### src/rtl/divider_pkg.sv
// Shared widths and state encoding for the 32/16 restoring divider.
package divider_pkg;

    localparam int DIVIDEND_W = 32;
    localparam int DIVISOR_W  = 16;
    localparam int REM_W      = 17;
    localparam int ITER_COUNT = 16;
    localparam int CNT_W      = 5;

    typedef enum logic [1:0] {
        IDLE = 2'd0,
        CALC = 2'd1,
        DONE = 2'd2
    } state_t;

endpackage

### src/rtl/div_step.sv
// One restoring-division step: shift in a dividend bit, trial-subtract the
// divisor, and keep the difference when it does not go negative.
module div_step
    import divider_pkg::*;
(
    input  logic [REM_W-1:0]     rem_in,
    input  logic                 dividend_bit,
    input  logic [DIVISOR_W-1:0] divisor,
    output logic [REM_W-1:0]     rem_next,
    output logic                 q_bit
);

    logic [REM_W-1:0] shifted;
    logic             carry;

    // Shift/compare/subtract; the bit shifted out of the top counts as weight 2^17,
    // so a set carry always means the divisor fits and the modular subtract is exact.
    always_comb begin
        shifted  = {rem_in[REM_W-2:0], dividend_bit};
        carry    = rem_in[REM_W-1];
        q_bit    = carry | (shifted >= {1'b0, divisor});
        rem_next = q_bit ? (shifted - {1'b0, divisor}) : shifted;
    end

endmodule

### src/rtl/sixteen_bit_divider.sv
// 32-bit by 16-bit unsigned sequential divider: 16 restoring steps per
// division, with early exit to DONE for divide-by-zero and quotient overflow.
module sixteen_bit_divider
    import divider_pkg::*;
(
    input  logic                  clk,
    input  logic                  rst_n,
    input  logic                  start,
    input  logic [DIVIDEND_W-1:0] A,
    input  logic [DIVISOR_W-1:0]  B,
    output logic [DIVISOR_W-1:0]  Q,
    output logic [DIVISOR_W-1:0]  R,
    output logic                  busy,
    output logic                  done,
    output logic                  div_by_zero,
    output logic                  overflow
);

    localparam logic [CNT_W-1:0] LAST_ITER = CNT_W'(ITER_COUNT - 1);

    state_t               state;
    logic [CNT_W-1:0]     count;
    logic [REM_W-1:0]     rem;
    logic [DIVISOR_W-1:0] dvd_lo;
    logic [DIVISOR_W-1:0] divisor;
    logic [DIVISOR_W-1:0] quo;
    logic [REM_W-1:0]     rem_next;
    logic                 q_bit;

    div_step u_step (
        .rem_in       (rem),
        .dividend_bit (dvd_lo[DIVISOR_W-1]),
        .divisor      (divisor),
        .rem_next     (rem_next),
        .q_bit        (q_bit)
    );

    // Status decoded straight from the state register.
    assign busy = (state != IDLE);
    assign done = (state == DONE);

    // FSM, iteration counter, operand latches and result registers.
    // NOTE: every register here uses <= so all updates see pre-edge values.
    always_ff @(posedge clk) begin
        if (!rst_n) begin
            state       <= IDLE;
            count       <= '0;
            rem         <= '0;
            dvd_lo      <= '0;
            divisor     <= '0;
            quo         <= '0;
            Q           <= '0;
            R           <= '0;
            div_by_zero <= 1'b0;
            overflow    <= 1'b0;
        end else begin
            case (state)
                IDLE: begin
                    if (start) begin
                        if (B == '0) begin
                            Q           <= '1;
                            R           <= A[DIVISOR_W-1:0];
                            div_by_zero <= 1'b1;
                            overflow    <= 1'b0;
                            state       <= DONE;
                        end else if (A[DIVIDEND_W-1:DIVISOR_W] >= B) begin
                            Q           <= '1;
                            R           <= '0;
                            div_by_zero <= 1'b0;
                            overflow    <= 1'b1;
                            state       <= DONE;
                        end else begin
                            // The high dividend half is already < B, so it is the
                            // starting partial remainder; the low half is shifted in.
                            rem         <= {1'b0, A[DIVIDEND_W-1:DIVISOR_W]};
                            dvd_lo      <= A[DIVISOR_W-1:0];
                            divisor     <= B;
                            quo         <= '0;
                            count       <= '0;
                            div_by_zero <= 1'b0;
                            overflow    <= 1'b0;
                            state       <= CALC;
                        end
                    end
                end
                CALC: begin
                    rem    <= rem_next;
                    dvd_lo <= {dvd_lo[DIVISOR_W-2:0], 1'b0};
                    quo    <= {quo[DIVISOR_W-2:0], q_bit};
                    count  <= count + 1'b1;
                    if (count == LAST_ITER) begin
                        Q     <= {quo[DIVISOR_W-2:0], q_bit};
                        R     <= rem_next[DIVISOR_W-1:0];
                        state <= DONE;
                    end
                end
                DONE: begin
                    state <= IDLE;
                end
                default: begin
                    state <= IDLE;
                end
            endcase
        end
    end

endmodule
### config.mk
export PLATFORM = sky130hd
export DESIGN_NAME = sixteen_bit_divider
export DESIGN_NICKNAME = d
export VERILOG_FILES = /design/src/rtl/divider_pkg.sv /design/src/rtl/div_step.sv /design/src/rtl/sixteen_bit_divider.sv
export SDC_FILE = /design/constraint.sdc
export NUM_CORES = 1
export LEC_CHECK = 0
export ABC_CLOCK_PERIOD_IN_PS = 2750
export CAP_MARGIN = 20
export CORE_ASPECT_RATIO = 1.75
export CORE_MARGIN = 10
export CORE_UTILIZATION = 49
export CTS_BUF_LIST = sky130_fd_sc_hd__clkbuf_16
export DETAILED_ROUTE_END_ITERATION = 6
export PLACE_DENSITY = 0.8
export SLEW_MARGIN = 20
export SYNTH_ARGS = -nofsm -noshare
export SYNTH_HDL_FRONTEND = slang
export SYNTH_SLANG_ARGS = --single-unit
### constraint.sdc
create_clock -name clk -period 2.75 [get_ports clk]
set_input_delay 0.4125 -clock clk [delete_from_list [all_inputs] [get_ports clk]]
set_output_delay 0.4125 -clock clk [all_outputs]
set_load 0.1 [all_outputs]
==> impl_metrics.env, run 1 <==
export IMPL_status="complete, no violations"
export IMPL_drv_cap=0
export IMPL_final_util_pct=68.8
export IMPL_slew_viol_final=0
export IMPL_drtIter0Drc=276
export IMPL_path_clk_slew_ns=0.08
export IMPL_h_tree_depth=3
export IMPL_maxSlewHeadroom_pct=52.8
export IMPL_skew_ns=0.0101
export IMPL_grt_max_degree=54
export IMPL_startpoint="rem[0]$_SDFFE_PN0P_"
export IMPL_seqCellArea_um2=2110
export IMPL_slowest_stage="or3_4"
export IMPL_hold_path_class="reg2reg"
export IMPL_dieArea_um2=16700
export IMPL_tritoncts="built"
export IMPL_synth_compound_area_share_pct=22.5
export IMPL_ir_drop_mv=0.575
export IMPL_path_cells="ha_4 > nor2b_4 > o31a_1 > o31ai_4 > a2111oi_4 > or3_4 > buf_12 > a211oi_2 > o221a_2"
export IMPL_cts_num_sinks=105
export IMPL_grt_first_pass_wirelength_mm=26.9
export IMPL_routed_wl_mm=17.5
export IMPL_grt_pass1_vias=5582
export IMPL_critical_path_class="reg2reg"
export IMPL_vias_per_cell=5.82
export IMPL_critPathCapture="R[12]$_SDFFE_PN0P_"
export IMPL_firstDrtPassIters=5
export IMPL_port_buffers=86
export IMPL_cts_root_buffer="clkbuf_16"
export IMPL_yosysSeqAreaShare_pct=36.4
export IMPL_p_leak_nw=3.73
export IMPL_cpPeakStageDelay_ns=0.49
export IMPL_synth_xor_xnor_area_share_pct=1.82
export IMPL_synth_top_family_by_area="compound AO/OA/AOI/OAI gates"
export IMPL_synthToLayoutAreaGrowth_pct=37.9
export IMPL_drc=0
export IMPL_gp_congestion=0.911
export IMPL_fp_dieW_um=102
export IMPL_setup_viol=0
export IMPL_postSynthCellCount=690
export IMPL_dpl_hpwl_mm=12.6
export IMPL_cp_start_kind="register"
export IMPL_tightest_slew_ns=0.691
export IMPL_netlist_area_um2=5780
export IMPL_die_h_um=164
export IMPL_ant_nets=0
export IMPL_ys_seq_elements=105
export IMPL_p_per_area_nw_per_um2=785
export IMPL_synth_edff_count=0
export IMPL_r2r_slack_ns=0.03
export IMPL_synthArstFlopShare_pct=0
export IMPL_r2r_end="R[12]$_SDFFE_PN0P_"
export IMPL_fill_cells=868
export IMPL_worstReg2RegStart="rem[0]$_SDFFE_PN0P_"
export IMPL_period_needed_ns=2.72
export IMPL_hold_viol_final=0
export IMPL_initial_core_util_pct=49.9
export IMPL_synth_net_count=776
export IMPL_core_um2=11600
export IMPL_yosys_area_share_simple_pct=18.7
export IMPL_worstRegToRegCells=9
export IMPL_multiInputGateArea_um2=3720
export IMPL_grt_overflow_total=0
export IMPL_synth_flop_cell="dfxtp_1"
export IMPL_io_pin_count=87
export IMPL_antenna_found_initial=0
export IMPL_clock_insertion_delay_worst_skew_ns=0.35
export IMPL_cts_path_max_buffers=2
export IMPL_dr_total_vias=5656
export IMPL_yosys_warnings=0
export IMPL_crit_arrival_ns=3.02
export IMPL_worstPathRequired_ns=3.05
export IMPL_synth_mux_area_share_pct=7.25
export IMPL_cp_max_fo=6
export IMPL_num_rows=52
export IMPL_synthAdderAreaFrac_pct=7.71
export IMPL_wl_per_cell_um=18.0
export IMPL_cts_made_buffers=9
export IMPL_timing_fmax_mhz=368
export IMPL_n_antenna_cell=0
export IMPL_total_power_w=0.00625
export IMPL_grt_use_total_pct=20.2
export IMPL_nets=918
export IMPL_end_kind="register"
export IMPL_drive_gt1_share_pct=26.4
export IMPL_synth_area_per_cell_um2=8.37
export IMPL_fin_crit_sh_pct=98.9
export IMPL_yosysUniqueCellTypes=57
export IMPL_rsz0062_at_grt="true"
layer usage:
metal | wire length, um | up-vias | part of all wire (%) | GRT usage (%)
li1 | - | 2719 | - | -
met1 | 6590 | 2675 | 38 | 21.4
met2 | 9180 | 210 | 52 | 35.9
met3 | 1020 | 52 | 5.8 | 3.72
met4 | 749 | 0 | 4.3 | 11.5
met5 | 0 | - | 0 | 0
per-stage QoR:
| stage | TNS [ns] | hold WS (ns) | instance area [um2] | setup WS, ns | instances |
|---|---|---|---|---|---|
| detailed placement | -42.30 | 0.458 | 7220 | -0.555 | 951 |
| floorplan | 0 | 0.437 | 5780 | 0.150 | 690 |
| finish | 0 | 0.490 | 7970 | 0.0309 | 972 |
| global route | -0.299 | 0.510 | 7970 | -0.0455 | 972 |
| global placement | -37.10 | 0.450 | 7220 | -0.453 | 951 |
| CTS | -0.000396 | 0.486 | 7610 | -0.000396 | 969 |
area by class of cell:
cell class	count	area share [%]
multi-input combinational	506	46.7
timing repair buffer	173	19.1
inverter	37	1.74
clock inverter	7	1.02
sequential	105	26.4
clock buffer	9	2.83
tap	135	2.12
logic make-up (layout without fill, tap and decap cells):
logic type,count (synthesis),count (layout)
compound gates,180,180
xor+xnor,12,12
fa+ha+maj,35,35
buf+inv,80,226
flops,105,105
mux,39,39
simple gates,239,240
flip-flops by register name (all words and copies together), names as in the netlist:
signal and flops:
state 2, divisor 16, dvd_lo 16, quo 15, overflow 1, count 5
R 16, div_by_zero 1, Q 16, rem 17
cell usage after synthesis (all sizes together) (7+ instances only):
cell type  count  share of area (%)
dfxtp        105                 36
o21a           7               0.91
buf           17                1.6
inv           37                2.4
a21o           7               0.91
mux2          17                3.4
nand2         96                6.2
a31oi         13                1.4
a21oi         25                2.2
o21ai         47                4.1
and2          19                2.1
nor2          65                4.4
nor3          18                1.6
a21boi        10                1.3
mux2i         22                3.8
o211a         33                5.7
ha            34                7.4
nor2b         12                1.3
clkbuf        26                1.7
xor2           7                1.1
worst max-delay path: cells and delay by family (launching register included):
kind	cells	cell delay (ns)
AOI/OAI and AO/OA	5	1.28
DFF	1	0.35
and+or+nand+nor	2	0.61
buffers and inverters	1	0.17
adders and majority gates	1	0.24
how the worst min path moves through the flow:
stage | start | endpoint | depth (start not counted)
final | count[4]$_SDFFE_PN0P_ | count[4]$_SDFFE_PN0P_ | 2
after global routing | quo[9]$_SDFFE_PN0P_ | quo[9]$_SDFFE_PN0P_ | 2
after CTS | quo[0]$_SDFFE_PN0P_ | quo[1]$_SDFFE_PN0P_ | 2
after detailed placement | quo[1]$_SDFFE_PN0P_ | quo[2]$_SDFFE_PN0P_ | 2
after global placement | quo[2]$_SDFFE_PN0P_ | quo[2]$_SDFFE_PN0P_ | 2
after floorplan | quo[2]$_SDFFE_PN0P_ | quo[2]$_SDFFE_PN0P_ | 2
where the power goes:
| part | switching [W] | total, W | internal (W) | leakage (nW) |
|---|---|---|---|---|
| registers | 0.000129 | 0.00182 | 0.00170 | 0.863 |
| logic | 0.00179 | 0.00312 | 0.00133 | 2.72 |
| clock network | 0.000649 | 0.00130 | 0.000652 | 0.150 |
| total | 0.00257 | 0.00625 | 0.00368 | 3.73 |
placed cells by master (no fill, tap or decap), types with 4 or more instances in the layout:
cell             Yosys  final
o211a_1             33     33
clkbuf_16            0      9
a21oi_1             25     21
nor4_1               4      4
o21ai_2              0      4
ha_4                 0      5
ha_1                34     29
buf_6                1      4
buf_12               0      5
nand3_1              5      4
a21boi_1             0      4
xnor2_1              5      5
o21ai_1              2      7
o21ai_0             45     35
a2111oi_4            0      4
a21oi_2              0      4
a21boi_0            10      6
nor2_1              64     60
and2_1              19     19
o21a_1               7      7
xor2_1               7      7
nor3_1              18     16
dfxtp_1            105    102
clkdlybuf4s50_1      0     46
and3_1               4      4
inv_1               37     34
buf_4                2    113
o211ai_1             6      6
or2_2                4      4
nand2_1             96     93
nor2b_1             12      9
nor2_2               0      4
mux2_2              15     15
mux2i_1             22     22
a21o_1               7      7
nand4_1              5      5
a31oi_1             13      9
repair_timing:
action,CTS,global route
endpoints found under the setup margin,78,77
hold buffers,0,0
buffers inserted,1,2
cloned,1,1
resized for setup,21,67
pin swaps,5,23
Power figures use the tool's default switching activity.
==> run 2, diff against run 1 <==
--- a/config.mk
+++ b/config.mk
@@ -8,7 +8,7 @@
 export ABC_CLOCK_PERIOD_IN_PS = 2750
 export CAP_MARGIN = 20
 export CORE_ASPECT_RATIO = 1.75
-export CORE_MARGIN = 10
+export CORE_MARGIN = 4
 export CORE_UTILIZATION = 49
 export CTS_BUF_LIST = sky130_fd_sc_hd__clkbuf_16
 export DETAILED_ROUTE_END_ITERATION = 6
==> run 2 against run 1 <==
The run now ends with setup timing left. Maximum frequency shrank 3.2%. Die area down 18%. Wire length rose by 0.50%.
==> impl_metrics.env, run 2 (synthesized netlist as in run 1, its figures left out) <==
export IMPL_status="finished, violations left"
export IMPL_violations="setup timing"
export IMPL_path_clk_slew_ns=0.07
export IMPL_final_util_pct=67.8
export IMPL_num_rows=52
export IMPL_fp_dieW_um=90.1
export IMPL_clock_insertion_delay_worst_skew_ns=0.35
export IMPL_p_leak_nw=3.70
export IMPL_layout_commonest_cell="buf_4"
export IMPL_slew_viol_final=0
export IMPL_crit_arrival_ns=3.05
export IMPL_end_kind="register"
export IMPL_dpl_hpwl_mm=12.3
export IMPL_layout_common_cells="buf_4, dfxtp_1, nand2_1"
export IMPL_skew_ns=0.00790
export IMPL_setup_viol=8
export IMPL_ir_drop_mv=0.632
export IMPL_period_needed_ns=2.81
export IMPL_rsz0062_at_grt="true"
export IMPL_pwr_share_clk_pct=22.1
export IMPL_dr_total_vias=5702
export IMPL_cpPeakStageDelay_ns=0.43
export IMPL_timing_fmax_mhz=356
export IMPL_cts_made_buffers=9
export IMPL_largest_reg_flops=17
export IMPL_routed_wl_mm=17.6
export IMPL_h_tree_depth=3
export IMPL_grt_first_pass_wirelength_mm=26.8
export IMPL_ant_nets=0
export IMPL_synthToLayoutAreaGrowth_pct=35.9
export IMPL_slowest_stage="or3_4"
export IMPL_drv_cap=0
export IMPL_switchingPower_w=0.00251
export IMPL_wl_per_cell_um=18.3
export IMPL_seqCellArea_um2=2100
export IMPL_antenna_found_initial=0
export IMPL_cts_root_buffer="clkbuf_16"
export IMPL_drive_gt1_share_pct=25.3
export IMPL_drtIter0Drc=335
export IMPL_fin_crit_sh_pct=102
export IMPL_drc=0
export IMPL_tightest_slew_ns=0.576
export IMPL_setup_ws_ns=-0.0584
export IMPL_cts_num_sinks=105
export IMPL_dp_slack_ns=-0.494
export IMPL_worst_path_buf_inv=2
export IMPL_hold_viol_final=0
export IMPL_vias_per_cell=5.91
export IMPL_worstPathRequired_ns=2.99
export IMPL_n_antenna_cell=0
export IMPL_tritoncts="built"
export IMPL_internal_power_w=0.00369
export IMPL_hold_path_class="reg2reg"
export IMPL_cp_max_fo=6
export IMPL_path_cells="inv_2 > ha_4 > nor2b_4 > o31a_1 > o31ai_4 > a2111oi_4 > buf_4 > or3_4 > mux2_4 > a22oi_2 > a21oi_1"
export IMPL_dieArea_um2=13700
export IMPL_grt_overflow_total=0
export IMPL_initial_core_util_pct=49.9
export IMPL_maxSlewHeadroom_pct=61.6
export IMPL_gp_congestion=0.915
export IMPL_multiInputGateArea_um2=3660
export IMPL_core_um2=11600
export IMPL_final_area_um2=7850
export IMPL_ctsHoldBuffers=0
export IMPL_cts_path_max_buffers=2
export IMPL_port_buffers=86
export IMPL_grt_use_total_pct=24.0
export IMPL_die_h_um=152
export IMPL_power_frac_comb_pct=48.5
export IMPL_p_per_area_nw_per_um2=790
export IMPL_whs_ns=0.474
export IMPL_power_frac_seq_pct=29.4
export IMPL_fill_cells=873
export IMPL_grt_pass1_vias=5708
export IMPL_firstDrtPassIters=5
export IMPL_placed_area_um2=7100
export IMPL_io_pin_count=87
export IMPL_switching_share_pct=40.5
export IMPL_largest_register="rem"
export IMPL_grt_max_degree=51
export IMPL_nets=911
export IMPL_cp_start_kind="register"
export IMPL_cp_top_family="compound AO/OA/AOI/OAI gates"
export IMPL_critical_path_class="reg2reg"
## run 2: power groups by stage
stage | clock, W | sequential [W] | combinational [W]
after floorplan | 0 | 0.00215 | 0.00143
after global placement | 0 | 0.00183 | 0.00248
after detailed placement | 0 | 0.00184 | 0.00255
after CTS | 0.00138 | 0.00181 | 0.00267
after global routing | 0.00145 | 0.00184 | 0.00319
final | 0.00137 | 0.00182 | 0.00301
## run 2: worst register-to-register path, cell delays in order, from the launching register on
cell,delay (ns)
dfxtp_2,0.34
inv_2,0.05
ha_4,0.21
nor2b_4,0.13
o31a_1,0.32
o31ai_4,0.35
a2111oi_4,0.15
buf_4,0.16
or3_4,0.43
mux2_4,0.36
a22oi_2,0.14
a21oi_1,0.07
## run 2: stage by stage
step | setup TNS [ns] | std cells | total power (W)
floorplan | 0 | 690 | 0.00358
global placement | -34.16 | 939 | 0.00431
detailed placement | -39.43 | 939 | 0.00439
CTS | -0.0750 | 956 | 0.00586
global route | -1.97 | 965 | 0.00649
finish | -0.254 | 965 | 0.00621
## run 2: final timing paths
kind	startpoint	endpoint	slack, ns	depth (start not counted)
min	quo[2]$_SDFFE_PN0P_	quo[2]$_SDFFE_PN0P_	0.47	2
max reg2reg	divisor[1]$_SDFFE_PN0P_	R[9]$_SDFFE_PN0P_	-0.06	11
max	divisor[1]$_SDFFE_PN0P_	R[9]$_SDFFE_PN0P_	-0.06	11
min reg2reg	quo[2]$_SDFFE_PN0P_	quo[2]$_SDFFE_PN0P_	0.47	2
## run 2: cell type report
type | count | area share, %
Inverter | 37 | 1.77
Tap cell | 135 | 2.15
Multi-Input combinational cell | 506 | 46.6
Sequential cell | 105 | 26.8
Clock buffer | 9 | 2.87
Clock inverter | 7 | 1.23
Timing Repair Buffer | 166 | 18.5
## run 2: per-layer routing
layer / vias to the layer above / track usage, % / share of wire (%)
met4: 0 / 16.3 / 5.9
met5: - / 0 / 0
met3: 68 / 3.95 / 4.3
met1: 2734 / 25.2 / 37
met2: 204 / 44.1 / 52
li1: 2696 / - / -
## run 2: repair_timing
action,4_1_cts,5_1_grt
pin swaps,3,19
setup buffers,0,8
gates cloned,1,1
gates resized for setup,19,60
setup endpoints to repair,73,75
==> run 3, diff against run 2 <==
--- a/config.mk
+++ b/config.mk
@@ -5,14 +5,15 @@
 export SDC_FILE = /design/constraint.sdc
 export NUM_CORES = 1
 export LEC_CHECK = 0
+export ABC_AREA = 1
 export ABC_CLOCK_PERIOD_IN_PS = 2750
 export CAP_MARGIN = 20
 export CORE_ASPECT_RATIO = 1.75
 export CORE_MARGIN = 4
-export CORE_UTILIZATION = 49
+export CORE_UTILIZATION = 51
 export CTS_BUF_LIST = sky130_fd_sc_hd__clkbuf_16
 export DETAILED_ROUTE_END_ITERATION = 6
-export PLACE_DENSITY = 0.8
+export PLACE_DENSITY = 0.82
 export SLEW_MARGIN = 20
 export SYNTH_ARGS = -nofsm -noshare
 export SYNTH_HDL_FRONTEND = slang
==> run 3 against run 2 <==
The flow now finishes without violations. Combinational power grew 15%. Global-route usage grew 2.4 points. Synthesized cell count grew 49%. Non-clock buffer count shrank 64. Clock-buffer cell count is the same. Sequential power grew 5%. Critical path depth grew 2. Cell count grew 31%. Largest cell class unchanged. Largest power group unchanged.
==> impl_metrics.env, run 3 <==
export IMPL_yosys_cell_count_top_type="nand2_1"
export IMPL_tritoncts="built"
export IMPL_tightest_slew_ns=0.747
export IMPL_cp_max_fo=17
export IMPL_end_kind="register"
export IMPL_post_place_cells=1254
export IMPL_cts_setup_buffers=0
export IMPL_cts_made_buffers=9
export IMPL_vias_per_cell=5.31
export IMPL_synth_net_count=1116
export IMPL_h_tree_depth=3
export IMPL_cts_num_sinks=105
export IMPL_yosysSeqAreaShare_pct=32.2
export IMPL_yosysUniqueCellTypes=37
export IMPL_gp_congestion=0.930
export IMPL_dr_total_vias=6739
export IMPL_synth_flop_cell="dfxtp_1"
export IMPL_period_needed_ns=2.43
export IMPL_yosys_warnings=0
export IMPL_ys_seq_elements=105
export IMPL_netlist_area_um2=6530
export IMPL_crit_arrival_ns=2.69
export IMPL_fp_dieW_um=93.5
export IMPL_fin_cells=1268
export IMPL_die_h_um=158
export IMPL_port_buffers=86
export IMPL_whs_endpoint="divisor[9]$_SDFFE_PN0P_"
export IMPL_cts_root_buffer="clkbuf_16"
export IMPL_routed_wl_mm=19.2
export IMPL_core_um2=12500
export IMPL_synthToLayoutAreaGrowth_pct=17.2
export IMPL_final_area_um2=7650
export IMPL_grt_max_degree=70
export IMPL_grt_first_pass_wirelength_mm=30.6
export IMPL_seqCellArea_um2=2100
export IMPL_dpl_hpwl_mm=14.9
export IMPL_synth_area_per_cell_um2=6.33
export IMPL_p_per_area_nw_per_um2=855
export IMPL_fin_crit_sh_pct=88.2
export IMPL_skew_ns=0.00654
export IMPL_worstRegToRegCells=14
export IMPL_hold_viol_final=0
export IMPL_dieArea_um2=14700
export IMPL_grt_use_total_pct=26.5
export IMPL_ir_drop_mv=0.569
export IMPL_synth_area_leaders="dfxtp_1, nand2_1, nor2_1"
export IMPL_postSynthCellCount=1030
export IMPL_hold_path_class="reg2reg"
export IMPL_layout_commonest_cell="nand2_1"
export IMPL_drive_gt1_share_pct=9.82
export IMPL_io_pin_count=87
export IMPL_r2r_end="R[0]$_SDFFE_PN0P_"
export IMPL_synth_commonest_cells="nand2_1, nor2_1, inv_1"
export IMPL_antenna_found_initial=0
export IMPL_timing_fmax_mhz=412
export IMPL_cts_path_max_buffers=2
export IMPL_clock_insertion_delay_worst_skew_ns=0.35
export IMPL_num_rows=54
export IMPL_drtIter0Drc=474
export IMPL_ctsHoldBuffers=0
export IMPL_setup_viol=0
export IMPL_synth_edff_count=0
export IMPL_worstPathRequired_ns=3.02
export IMPL_drc=0
export IMPL_status="complete, no violations"
export IMPL_layout_common_cells="nand2_1, nor2_1, inv_1"
export IMPL_placed_area_um2=7390
export IMPL_critical_path_class="in2reg"
export IMPL_initial_core_util_pct=52.2
export IMPL_fin_setup_tns_ns=0
export IMPL_cp_start_kind="input port"
export IMPL_wl_per_cell_um=15.2
export IMPL_synth_top_cell_area_share_pct=32.2
export IMPL_multiInputGateArea_um2=3630
export IMPL_grt_overflow_total=0
export IMPL_nets=1183
export IMPL_largest_register="rem"
export IMPL_largest_reg_flops=17
export IMPL_firstDrtPassIters=5
export IMPL_n_antenna_cell=0
export IMPL_synthArstFlopShare_pct=0
export IMPL_maxSlewHeadroom_pct=50.2
export IMPL_ctsResizeCount=0
export IMPL_fill_cells=1216
export IMPL_final_util_pct=61.2
export IMPL_p_leak_nw=3.81
export IMPL_path_clk_slew_ns=0.07
export IMPL_ant_nets=0
export IMPL_synth_top_cell_by_area="dfxtp_1"
export IMPL_worstReg2RegStart="divisor[11]$_SDFFE_PN0P_"
export IMPL_whs_path_depth=2
export IMPL_r2r_slack_ns=0.36
export IMPL_hp_start="divisor[9]$_SDFFE_PN0P_"
export IMPL_drv_cap=0
export IMPL_grt_pass1_vias=6334
export IMPL_slew_viol_final=0
export IMPL_rsz0062_at_grt="false"
==> run 3: changes by cell type after synthesis, moves of 15 or more <==
cell     previous run  this run
nand2_1            96       300
inv_1              37       132
nor2_1             64       156
nand3_1             5        91
o211a_1            33         0
o21ai_0            45        20
a21oi_1            25        48
mux2i_1            22         0
nand4_1             5        24
and2_1             19         1
mux2_2             15         0
==> run 3: worst max-delay path by stage <==
stage | startpoint | endpoint | cells past startpoint
2_1_floorplan | state[1]$_SDFFE_PN0P_ | done | 2
3_3_place_gp | B[15] | quo[8]$_SDFFE_PN0P_ | 13
3_5_place_dp | B[15] | quo[8]$_SDFFE_PN0P_ | 13
4_1_cts | B[15] | quo[10]$_SDFFE_PN0P_ | 13
5_1_grt | divisor[6]$_SDFFE_PN0P_ | R[4]$_SDFFE_PN0P_ | 14
6_report | B[13] | quo[14]$_SDFFE_PN0P_ | 13
==> run 3: cell type report <==
cell class,count,area share [%]
multi-input combinational,736,47.4
sequential,105,27.5
timing repair buffer,102,11.9
inverter,143,7.05
clock buffer,9,2.94
tap,168,2.75
clock inverter,5,0.425
==> run 3: cells by family after synthesis <==
kind of cell | count (synthesis) | synth area share [%]
buf+inv | 189 | 12.2
fa+ha+maj | 35 | 6.83
compound gates | 89 | 7.84
flops | 105 | 32.2
simple gates | 605 | 39.9
xor+xnor | 7 | 0.940
==> run 3: worst max-delay path, cell delays in order <==
cell and delay (ns):
clkdlybuf4s50_1 0.53, inv_1 0.08, ha_1 0.30, nand2_1 0.06
nor2_2 0.16, nor2b_4 0.19, nand3_2 0.08, nand4_1 0.13
nand2_1 0.08, nand2_2 0.17, buf_4 0.26, nand2_1 0.09
a21oi_1 0.14
==> run 3: stage by stage <==
| step | hold slack, ns | setup WS (ns) | total power [W] |
|---|---|---|---|
| 2_1_floorplan | 0.433 | 0.687 | 0.00462 |
| 6_report | 0.464 | 0.325 | 0.00654 |
| 4_1_cts | 0.466 | 0.354 | 0.00654 |
| 3_3_place_gp | 0.441 | 0.107 | 0.00534 |
| 5_1_grt | 0.476 | 0.137 | 0.00696 |
| 3_5_place_dp | 0.454 | 0.0143 | 0.00537 |
==> run 3: routing by layer <==
layer  up-vias  part of all wire [%]  global-route usage, %
met5         -                     0                      0
met4         0                   7.1                   17.7
met3        77                   4.2                   3.33
met2       225                    51                   47.8
met1      3069                    37                   28.3
li1       3368                     -                      -
==> run 3: report_power, final <==
part           internal (W)  switching (W)
clock              0.000603       0.000565
sequential          0.00176       0.000157
combinational      0.000965        0.00249
total               0.00333        0.00321
==> RTL change: new RTL, config.mk and constraints of run 2 <==
Set the package constant `ITER_COUNT` to 15 (it was 16).
--- a/src/rtl/divider_pkg.sv
+++ b/src/rtl/divider_pkg.sv
@@ -4,7 +4,7 @@
     localparam int DIVIDEND_W = 32;
     localparam int DIVISOR_W  = 16;
     localparam int REM_W      = 17;
-    localparam int ITER_COUNT = 16;
+    localparam int ITER_COUNT = 15;
     localparam int CNT_W      = 5;
 
     typedef enum logic [1:0] {
Formal check against the unedited RTL: same outputs for any inputs over 4 cycles, from zero or initial values and one cycle with rst_n low; that may be too few to reach the edited logic, so the function may still have changed.
==> RTL change against run 2 <==
The run ends with design-rule violations left; sequential power is 4% lower; area after synthesis decreased by 3.4%; worst setup slack better by 0.13 ns; first-iteration DRC count increased by 33%; sequential share of layout area up 2.1 points; power decreased by 11%; sequential cell count stayed put; routed wire length decreased by 5.1%; synthesized cell count shrank 1.0%; critical path depth unchanged; cell area decreased by 7.5%; highest routed layer unchanged.
==> RTL change: results <==
export IMPL_run_status="complete, but fails checks"
export IMPL_violations="design-rule violations"
export IMPL_path_clk_slew_ns=0.08
export IMPL_grtUsageTotal=0.255
export IMPL_max_slew_margin=0.578
export IMPL_drive_gt1_frac=0.190
export IMPL_whs_path_depth=2
export IMPL_grt_pass1_wl_um=26700
export IMPL_syn_area_per_cell_um2=8.18
export IMPL_first_iter_violations=445
export IMPL_cts_buffers=9
export IMPL_wl_per_cell_um=17.7
export IMPL_io_buffers=86
export IMPL_grt_pass1_vias=5638
export IMPL_slowest_stage="a2111oi_4"
export IMPL_cp_top_family="compound AO/OA/AOI/OAI gates"
export IMPL_htree_levels=3
export IMPL_clk_latency_ns=0.35
export IMPL_gp_congestion=0.932
export IMPL_yosys_top_cells_area="dfxtp_1 38%, ha_1 7.6%, a21oi_1 6.6%, nor2_1 5.6%, nand2_1 4.4%"
export IMPL_dpl_hpwl_um=12500
export IMPL_drc=3
export IMPL_place_detailed_instances=925
export IMPL_synthFlopType="dfxtp_1"
export IMPL_dpl_worst_slack_ns=-0.339
export IMPL_dr_pass1_iters=7
export IMPL_largest_reg_flops=17
export IMPL_nNetsFinal=891
export IMPL_synthTopCellsByCount="105 x dfxtp_1, 84 x nor2_1, 74 x a21oi_1"
export IMPL_synth_cell_type_count=70
export IMPL_grt_max_degree=60
export IMPL_regMostFlops="rem"
export IMPL_peakVddDrop_uv=606
export IMPL_fin_cells=942
export IMPL_synth_net_count=769
export IMPL_hp_class="reg2reg"
export IMPL_crit_path_max_fanout=13
export IMPL_fillers=899
export IMPL_synth_warnings=0
export IMPL_p_leak_nw=3.00
export IMPL_antenna_found_initial=0
export IMPL_ff2ff_path_depth=11
export IMPL_cpPeakStageDelay_ns=0.36
export IMPL_cts_max_path_buffers=2
export IMPL_antenna_cells=0
export IMPL_skew_ns=0.00983
export IMPL_arrival_ns=2.96
export IMPL_placed_area_mm2=0.00690
export IMPL_seq_area_frac_synth=0.376
export IMPL_root_buffer="clkbuf_16"
export IMPL_vias=5674
export IMPL_async_reset_ff_frac=0
-- RTL change: changes by cell type after synthesis, moves of 17 or more --
cell | before | now
nor3_1 | 18 | 35
a21oi_1 | 25 | 74
o211a_1 | 33 | 1
nand2_1 | 96 | 65
nor2_1 | 64 | 84
-- RTL change: where the power goes --
group	switching, W	internal, W	total, W
combinational	0.00153	0.000965	0.00249
sequential	0.0000949	0.00165	0.00174
clock	0.000639	0.000643	0.00128
total	0.00226	0.00326	0.00552
-- RTL change: per-stage QoR --
stage	setup TNS (ns)	hold WS (ns)	utilization
detailed placement	-22.23	0.454	0.617
finish	0	0.468	0.650
global route	-0.0443	0.495	0.650
global placement	-9.29	0.444	0.617
floorplan	0	0.436	-
CTS	0	0.466	0.644
-- RTL change: worst reg2reg max path: cells and delay by family, from the launching register on --
family / cells / cell delay [ns]
AO/OA/AOI/OAI: 6 / 1.40
adder cells (fa/ha/maj): 1 / 0.30
buffers and inverters: 2 / 0.20
flip-flops: 1 / 0.34
multiplexers: 1 / 0.22
AND/OR/NAND/NOR: 1 / 0.15
-- RTL change: layer usage --
metal | GRT usage | vias to the layer above | part of all wire
li1 | - | 2684 | -
met1 | 0.283 | 2697 | 0.37
met2 | 0.454 | 229 | 0.53
met3 | 0.0387 | 64 | 0.051
met4 | 0.135 | 0 | 0.050
met5 | 0 | - | 0
-- RTL change: path summary, 6_finish.rpt --
check	start	endpoint	slack, ns
worst max register to register	divisor[14]	rem[11]	0.07
worst min-delay path	divisor[5]	divisor[5]	0.47
worst min register to register	divisor[5]	divisor[5]	0.47
worst max-delay path	divisor[14]	rem[11]	0.07
-- RTL change: area by class of cell --
cell class	count	area [um2]	share of cell area
clock inverters	7	71.3	0.00982
well taps	132	165	0.0227
inverters	38	143	0.0196
flip-flops and latches	105	2100	0.289
multi-input cells	495	3200	0.440
clock buffers	9	225	0.0310
repair buffers	156	1360	0.187
-- RTL change: logic make-up (layout without fill, tap and decap cells) --
kind of cell,after synthesis,in the layout,share of synthesized area
and+or+nand+nor,237,237,0.195
AOI/OAI and AO/OA,201,201,0.248
DFF,105,105,0.376
adders and majority gates,35,35,0.0798
buffers and inverters,83,210,0.0639
xor gates and xnor gates,14,14,0.0220
muxes,8,8,0.0143
-- RTL change: timing repair --
item | 4_1_cts | 5_1_grt
endpoints found under the setup margin | 0 | 62
buffers inserted | 0 | 1
endpoints found under the hold margin | 0 | 0
resized for setup | 0 | 16
hold buffers | 0 | 0
